--- config.mk ---
export PLATFORM = sky130hd
export DESIGN_NAME = mult_wb_buffer
export DESIGN_NICKNAME = d
export VERILOG_FILES = /design/src/rtl/mult_wb_buffer_pkg.sv /design/src/rtl/mult_wb_buffer_fifo.sv /design/src/rtl/mult_wb_buffer.sv
export SDC_FILE = /design/constraint.sdc
export NUM_CORES = 1
export LEC_CHECK = 0
export CORE_MARGIN = 8
export CORE_UTILIZATION = 58
export CTS_BUF_LIST = sky130_fd_sc_hd__clkbuf_2 sky130_fd_sc_hd__clkbuf_4 sky130_fd_sc_hd__clkbuf_8
export DETAILED_ROUTE_END_ITERATION = 16
export PLACE_DENSITY = 0.82
export SLEW_MARGIN = 20
export SYNTH_ARGS = -nofsm -noshare
export SYNTH_HDL_FRONTEND = slang
export SYNTH_SLANG_ARGS = --single-unit
--- constraint.sdc ---
create_clock -name clk_i -period 4.9 [get_ports clk_i]
set_input_delay 0.98 -clock clk_i [delete_from_list [all_inputs] [get_ports clk_i]]
set_output_delay 0.98 -clock clk_i [all_outputs]
set_load 0.05 [all_outputs]
--- src/rtl/mult_wb_buffer_pkg.sv ---
// Shared types for the multiply/divide result writeback buffer.
// Entry widths follow the default XLEN/TRANS_ID_BITS of mult_wb_buffer.
package mult_wb_buffer_pkg;

  localparam int unsigned DEF_XLEN          = 64;
  localparam int unsigned DEF_TRANS_ID_BITS = 3;

  typedef struct packed {
    logic [DEF_XLEN-1:0]          result;
    logic [DEF_TRANS_ID_BITS-1:0] trans_id;
  } wb_entry_t;

  typedef enum logic {
    RUN   = 1'b0,
    DRAIN = 1'b1
  } wb_state_e;

endpackage

--- src/rtl/mult_wb_buffer_fifo.sv ---
// Generic synchronous FIFO with simultaneous push/pop, synchronous flush and
// a drop indication for a push that finds the FIFO full with no pop.
module wb_fifo #(
  parameter int unsigned WIDTH = 8,
  parameter int unsigned DEPTH = 4
) (
  input  logic                     clk_i,
  input  logic                     rst_i,
  input  logic                     flush_i,
  input  logic                     push_i,
  input  logic                     pop_i,
  input  logic [WIDTH-1:0]         data_i,
  output logic [WIDTH-1:0]         head_c,
  output logic [$clog2(DEPTH):0]   count_o,
  output logic                     full_c,
  output logic                     empty_c,
  output logic                     drop_c
);

  localparam int unsigned PTR_W = $clog2(DEPTH);
  localparam int unsigned CNT_W = PTR_W + 1;

  logic [WIDTH-1:0] mem_q [DEPTH];
  logic [PTR_W-1:0] wr_ptr_q;
  logic [PTR_W-1:0] rd_ptr_q;
  logic [CNT_W-1:0] count_q;
  logic             push_en;
  logic             pop_en;

  assign full_c  = (count_q == CNT_W'(DEPTH));
  assign empty_c = (count_q == '0);
  // A full FIFO still accepts a push when the head leaves in the same cycle.
  assign push_en = push_i && (!full_c || pop_i);
  assign pop_en  = pop_i && !empty_c;
  assign drop_c  = push_i && full_c && !pop_i;

  assign head_c  = mem_q[rd_ptr_q];
  assign count_o = count_q;

  always_ff @(posedge clk_i) begin
    if (rst_i) begin
      wr_ptr_q <= '0;
      rd_ptr_q <= '0;
      count_q  <= '0;
      for (int unsigned i = 0; i < DEPTH; i++) begin
        mem_q[i] <= '0;
      end
    end else if (flush_i) begin
      wr_ptr_q <= '0;
      rd_ptr_q <= '0;
      count_q  <= '0;
    end else begin
      if (push_en) begin
        mem_q[wr_ptr_q] <= data_i;
        wr_ptr_q        <= wr_ptr_q + PTR_W'(1);
      end
      if (pop_en) begin
        rd_ptr_q <= rd_ptr_q + PTR_W'(1);
      end
      count_q <= count_q + CNT_W'(push_en) - CNT_W'(pop_en);
    end
  end

endmodule

--- src/rtl/mult_wb_buffer.sv ---
// Receives unstallable mult/div result beats into a FIFO, hands them to the
// scoreboard with backpressure, and meters issue with credits.
module mult_wb_buffer
  import mult_wb_buffer_pkg::*;
#(
  parameter int unsigned XLEN          = DEF_XLEN,
  parameter int unsigned TRANS_ID_BITS = DEF_TRANS_ID_BITS,
  parameter int unsigned DEPTH         = 4,
  parameter int unsigned MUL_LAT       = 2
) (
  input  logic                     clk_i,
  input  logic                     rst_i,
  input  logic                     flush_i,
  input  logic                     issue_valid_i,
  output logic                     issue_ok_o,
  input  logic                     mult_valid_i,
  input  logic [XLEN-1:0]          mult_result_i,
  input  logic [TRANS_ID_BITS-1:0] mult_trans_id_i,
  output logic                     wb_valid_o,
  output logic [XLEN-1:0]          wb_result_o,
  output logic [TRANS_ID_BITS-1:0] wb_trans_id_o,
  input  logic                     wb_ready_i,
  output logic [$clog2(DEPTH):0]   count_o,
  output logic                     overflow_o
);

  localparam int unsigned CNT_W   = $clog2(DEPTH) + 1;
  localparam int unsigned DRAIN_W = (MUL_LAT < 2) ? 1 : $clog2(MUL_LAT + 1);

  wb_state_e          state_q, state_d;
  logic [DRAIN_W-1:0] drain_cnt_q, drain_cnt_d;
  logic [CNT_W-1:0]   credits_q;
  logic               overflow_q;

  wb_entry_t          push_entry;
  wb_entry_t          head_entry;
  logic [CNT_W-1:0]   fifo_count;
  logic               fifo_full;
  logic               fifo_empty;
  logic               fifo_drop;

  logic               run;
  logic               push;
  logic               pop;
  logic               issue;

  // Flush overrides every other event in the cycle it is seen.
  assign run   = (state_q == RUN);
  assign push  = mult_valid_i && run && !flush_i;
  assign pop   = wb_valid_o && wb_ready_i && !flush_i;
  assign issue = issue_valid_i && issue_ok_o && !flush_i;

  assign push_entry.result   = mult_result_i;
  assign push_entry.trans_id = mult_trans_id_i;

  wb_fifo #(
    .WIDTH ($bits(wb_entry_t)),
    .DEPTH (DEPTH)
  ) u_fifo (
    .clk_i   (clk_i),
    .rst_i   (rst_i),
    .flush_i (flush_i),
    .push_i  (push),
    .pop_i   (pop),
    .data_i  (push_entry),
    .head_c  (head_entry),
    .count_o (fifo_count),
    .full_c  (fifo_full),
    .empty_c (fifo_empty),
    .drop_c  (fifo_drop)
  );

  assign issue_ok_o    = run && (credits_q != '0);
  assign wb_valid_o    = run && !fifo_empty;
  assign wb_result_o   = head_entry.result;
  assign wb_trans_id_o = head_entry.trans_id;
  assign count_o       = fifo_count;
  assign overflow_o    = overflow_q;

  always_ff @(posedge clk_i) begin
    if (rst_i) begin
      state_q     <= RUN;
      drain_cnt_q <= '0;
    end else begin
      state_q     <= state_d;
      drain_cnt_q <= drain_cnt_d;
    end
  end

  // Stay in DRAIN until results issued before the flush have emerged.
  always_comb begin
    state_d     = state_q;
    drain_cnt_d = drain_cnt_q;
    unique case (state_q)
      RUN: begin
        if (flush_i) begin
          state_d     = DRAIN;
          drain_cnt_d = DRAIN_W'(MUL_LAT);
        end
      end
      DRAIN: begin
        if (flush_i) begin
          drain_cnt_d = DRAIN_W'(MUL_LAT);
        end else if (drain_cnt_q <= DRAIN_W'(1)) begin
          state_d     = RUN;
          drain_cnt_d = '0;
        end else begin
          drain_cnt_d = drain_cnt_q - DRAIN_W'(1);
        end
      end
    endcase
  end

  always_ff @(posedge clk_i) begin
    if (rst_i || flush_i) begin
      credits_q <= CNT_W'(DEPTH);
    end else if (issue && !pop) begin
      credits_q <= credits_q - CNT_W'(1);
    end else if (pop && !issue) begin
      credits_q <= credits_q + CNT_W'(1);
    end
  end

  always_ff @(posedge clk_i) begin
    if (rst_i) begin
      overflow_q <= 1'b0;
    end else if (fifo_drop) begin
      overflow_q <= 1'b1;
    end
  end

  logic unused_full;
  assign unused_full = fifo_full;

endmodule

Yosys cells after proc, flatten, opt, wreduce, memory -nomap -nowiden
Memories as Yosys holds them, arrays and structs flattened. A register that Yosys moved wholly into a read port is not among the register bits.
Index checks and enable logic that the tools add are counted.
- add/sub/neg operators: 7
- order comparisons: 1
- equality and inequality tests: 2
- multiplexer cells: 21
- bitwise logic cells: 1
- reduce and logical (&&, ||, !) cells: 26
- operators by type and width (operator ; count):
    $mux 67 ; 1
    $reduce_or 67->1 ; 1
    $logic_and 1x1->1 ; 14
    $mux 2 ; 6
    $mux 1 ; 10
    $mux 3 ; 2
    $logic_not 1->1 ; 5
    $add 2x1->2 const B ; 2
    $pmux 2 s2 ; 1
    $add 3x1->3 ; 1
    $add 3x1->3 const B ; 1
    $eq 3x3->1 const B ; 1
    $logic_not 3->1 ; 1
    $reduce_bool 3->1 ; 1
    $sub 3x1->3 ; 1
    $sub 3x1->3 const B ; 1
    $le 2x1->1 const B ; 1
    $logic_or 1x1->1 ; 2
    $ne 2x2->1 const B ; 1
    $pmux 1 s2 ; 1
    $reduce_bool 2->1 ; 1
    $reduce_or 2->1 ; 1
    $sub 2x1->2 const B ; 1
    $not 1->1 ; 1
- flip-flop bits (word level): 14
- memory bits (writable): 268
- input port bits: 73
- logic and storage cells: 66
- memories kept: 1
- memory list (memory ; depth ; width ; read ports ; clocked after memory_dff ; write ports ; RTL line ; RTL):
    u_fifo.mem_q ; 4 ; 67 ; 1 ; 1 ; 4 ; mult_wb_buffer_fifo.sv:23 ; logic [WIDTH-1:0] mem_q [DEPTH];

Depth between registers and ports, before layout
- word-level depth: 13
- depth in mapped cells: 13
- depth with buffers taken out: 11

Hierarchy
From an unflattened synthesis, not the netlist that was laid out.
- cells, all modules: 743
- area total of the unflattened synthesis: 12296.8 sq um
- modules (own cells, without submodules) (module ; times used ; cells each ; area each (sq um)):
    wb_fifo ; 1 ; 703 ; 11956.5
    mult_wb_buffer ; 1 ; 40 ; 340.3

Worst setup path after synthesis
OpenSTA, ideal clock, no wires.
- kind: input -> register
- start point: input port flush_i
- end point: memory u_fifo.mem_q[1][0] (netlist name), enable pin
- library setup time: 0.436 ns
- arrival time: 3.586 ns
- required time: 4.464 ns
- slack: 0.878 ns
- stages: 5
- buffers on the path: 2
- cells stage by stage: clkbuf_2 -> or3b_4 -> or4_1 -> buf_2 -> nand2b_1
- RTL lines (element ; RTL line ; RTL):
    from (decl) ; mult_wb_buffer.sv:13 ; input logic flush_i,
    to (decl) ; mult_wb_buffer_fifo.sv:23 ;

==> results.py <==
metrics = {
    "run_status": {
        "status": "finished, final reports clean",
    },
    "yosys": {
        "synth-edff-count": 268,
        "ys.warnings.count": 0,
        "synthesis.instances": 816,
        "synth-seq-area-share_pct": 68.4,
        "synth_cell_types": 37,
        "syn_nets": 894,
        "async_flop_share_pct": 0,
        "yosysMostFrequentCell": "edfxtp_1",
        "synth_top_area_share_pct": 65.7,
        "ys.flop_type": "edfxtp_1",
        "synth.top_cells.by_count": "edfxtp_1 (268), nor2_1 (230), nand2b_1 (71), mux4_2 (67), nor2_2 (40)",
        "syn_avg_cell_area_um2": 15.0,
        "synth.largest_area_cell": "edfxtp_1",
        "ys_top_cells_by_area": "edfxtp_1 (66%), mux4_2 (12%), nor2_1 (7.1%)",
        "synth-seq-cells": 284,
        "synthesis.area_mm2": 0.0122,
    },
    "global_routing": {
        "grt_util_met2_pct": 34.1,
        "met3_usage_pct": 4.40,
        "grt_pass1_vias": 7680,
        "grt_use_met1_pct": 26.0,
        "track_usage_pct": 20.2,
        "grt_pass1_wl_um": 40900,
        "overflow": 0,
        "antenna_found_initial": 0,
        "top_usage_layer": "met2",
        "grt_max_degree": 69,
    },
    "clock_tree": {
        "cts_tree": "built",
        "cts_sinks": 284,
        "cts_resized": 0,
        "ctsRootBufferMaster": "clkbuf_8",
        "clock_latency_ns": 0.53,
        "cts_setup_buffers": 0,
        "numCtsBuffers": 43,
        "htreeDepth": 2,
        "cts_buffer_depth": 3,
        "path_clk_slew_ns": 0.06,
        "holdBufCountCts": 0,
    },
    "place": {
        "gp_congestion": 0.776,
        "port_buffers": 145,
        "place_ws_ns": 1.03,
        "post-dp-hpwl_um": 15200,
        "place_area_mm2": 0.0139,
        "placed_cells": 1191,
    },
    "power": {
        "power_switching_share_pct": 23.3,
        "power_density_mw_per_mm2": 354,
        "p_seq_share_pct": 53.3,
        "internal_power_mw": 4.02,
        "comb_power_share_pct": 10.1,
        "ir_drop_mv": 0.279,
        "power_switching_mw": 1.22,
        "p_total_mw": 5.24,
        "leakage_nw": 5.05,
        "clkPwrFrac_pct": 36.5,
    },
    "final_layout": {
        "drive_above_1_share_pct": 21.7,
        "nets": 1039,
        "final_cells": 1267,
        "finalInstanceArea_mm2": 0.0148,
        "fin_util_pct": 70.8,
        "area_growth_pct": 20.8,
        "diodes": 0,
    },
    "worst_setup_path": {
        "start_kind": "flop",
        "reg2reg_to": "u_fifo.count_o[2]",
        "crit_cells": 3,
        "max_stage_delay_ns": 0.76,
        "critPathMaxFanout": 24,
        "crit_chain": "buf_4, mux4_2, clkdlybuf4s50_1",
        "crit_buf_inv": 2,
        "ff2ff_setup_slack_ns": 2.17,
        "crit_family": "buffers and inverters",
        "cp.required_ns": 3.92,
        "rr_worst_depth": 11,
        "arrival_ns": 2.93,
        "critPathKind": "reg2out",
        "cp_slowest_cell": "clkdlybuf4s50_1",
        "worstSetupEndpointType": "output pin",
        "rr_startpoint": "state_q",
    },
    "min_path": {
        "holdPathEnd": "overflow_o",
        "hold_path_class": "reg2reg",
        "holdPathStages": 2,
        "hp-start": "overflow_o",
    },
    "die": {
        "core_area_mm2": 0.0209,
        "initial_core_util_pct": 58.6,
        "die_w_um": 161,
        "die_h_um": 161,
        "die_area_mm2": 0.0260,
        "row_count": 53,
        "io_pins": 146,
    },
    "sta": {
        "timing.final.crit_period_ns": 3.91,
        "fmax_mhz": 256,
        "worst_slack_ns": 0.992,
        "timing.hold.ws_ns": 0.485,
        "fin_worst_skew_ns": 0.0222,
        "worst_slew_pin_slew_ns": 1.02,
        "setup_viol": 0,
        "rsz0062_at_grt": "no",
        "max_slew_margin_pct": 32.2,
        "tns_ns": 0,
        "hold_viol": 0,
        "slew_violations": 0,
        "fin_crit_sh_pct": 79.8,
    },
    "detailed_routing": {
        "wire_per_inst_um": 20.7,
        "ant_nets": 0,
        "via_per_inst": 5.62,
        "wirelength_um": 26300,
        "firstDrtPassIters": 5,
        "vias": 7118,
        "drc": 0,
        "dr.first_iter.drc_count": 600,
    },
    "job": {
        "drv_cap": 0,
    },
}
## layout make-up
| cell class | instances | area (µm²) |
|---|---|---|
| clock inverters | 11 | 72.6 |
| fillers | 1385 | 6110 |
| flip-flops and latches | 284 | 8380 |
| multi-input cells | 465 | 3580 |
| repair buffers | 157 | 1600 |
| inverters | 10 | 37.5 |
| clock buffers | 65 | 776 |
| well taps | 275 | 344 |
## sequential cells by signal, indices dropped and copies added, names as in the netlist, named ones only
signal	count
overflow_o	1
u_fifo.mem_q	268
credits_q	3
state_q	1
u_fifo.rd_ptr_q	2
u_fifo.count_o	3
drain_cnt_q	2
u_fifo.wr_ptr_q	2
## tightest hold or removal path: stages (launching register included)
cell	delay, ns
dfxtp_1	0.34
a21oi_1	0.05
nor2_1	0.07
## how the worst max path moves through the flow
stage | endpoint | slack (ns)
2_1_floorplan | u_fifo.mem_q[1][0] | 0.88
3_3_place_gp | u_fifo.mem_q[0][16] | 1.07
3_5_place_dp | u_fifo.count_o[2] | 1.03
4_1_cts | wb_result_o[11] | 0.90
5_1_grt | wb_result_o[11] | 0.80
6_report | wb_result_o[11] | 0.99
## power groups by stage
stage | sequential, mW | clock, mW | combinational (mW)
2_1_floorplan | 2.84 | 0 | 0.327
3_3_place_gp | 2.84 | 0 | 0.531
3_5_place_dp | 2.84 | 0 | 0.536
4_1_cts | 2.79 | 1.94 | 0.537
5_1_grt | 2.80 | 2.04 | 0.560
6_report | 2.79 | 1.91 | 0.531
## cells in the final DEF (no fill, tap or decap), drive strengths merged, types with 2 or more instances in the layout
master / Yosys / routed
a21oi: 6 / 6
nand3: 2 / 2
nor3: 3 / 3
inv: 10 / 10
nand2: 3 / 3
nand2b: 71 / 71
clkbuf: 28 / 65
o21ai: 4 / 4
fa: 2 / 2
dfxtp: 16 / 16
clkdlybuf4s50: 0 / 144
nor2: 280 / 280
or2: 2 / 2
or3b: 2 / 2
or4: 2 / 2
mux4: 67 / 67
o31ai: 2 / 2
edfxtp: 268 / 268
xor2: 3 / 3
nor4b: 2 / 2
and2: 2 / 2
or3: 2 / 2
buf: 29 / 13
ha: 3 / 3
clkinv: 0 / 10
## cells by family (layout without fill, tap and decap cells)
family | after synthesis | after routing | share of synthesized area [%]
AND/OR/NAND/NOR | 374 | 374 | 14.9
adder cells (fa/ha/maj) | 5 | 5 | 0.634
buffers and inverters | 67 | 243 | 2.76
flip-flops | 284 | 284 | 68.4
multiplexers | 68 | 68 | 12.4
XOR/XNOR | 3 | 3 | 0.215
AO/OA/AOI/OAI | 15 | 15 | 0.736
## routing by layer
| layer | share of wire (%) | wire length (µm) | vias up |
|---|---|---|---|
| li1 | - | - | 3231 |
| met1 | 40 | 10400 | 3556 |
| met2 | 51 | 13400 | 293 |
| met3 | 7.6 | 1990 | 38 |
| met4 | 1.7 | 458 | 0 |
| met5 | 0 | 0 | - |
No activity file was read; power rests on OpenSTA's default activity.
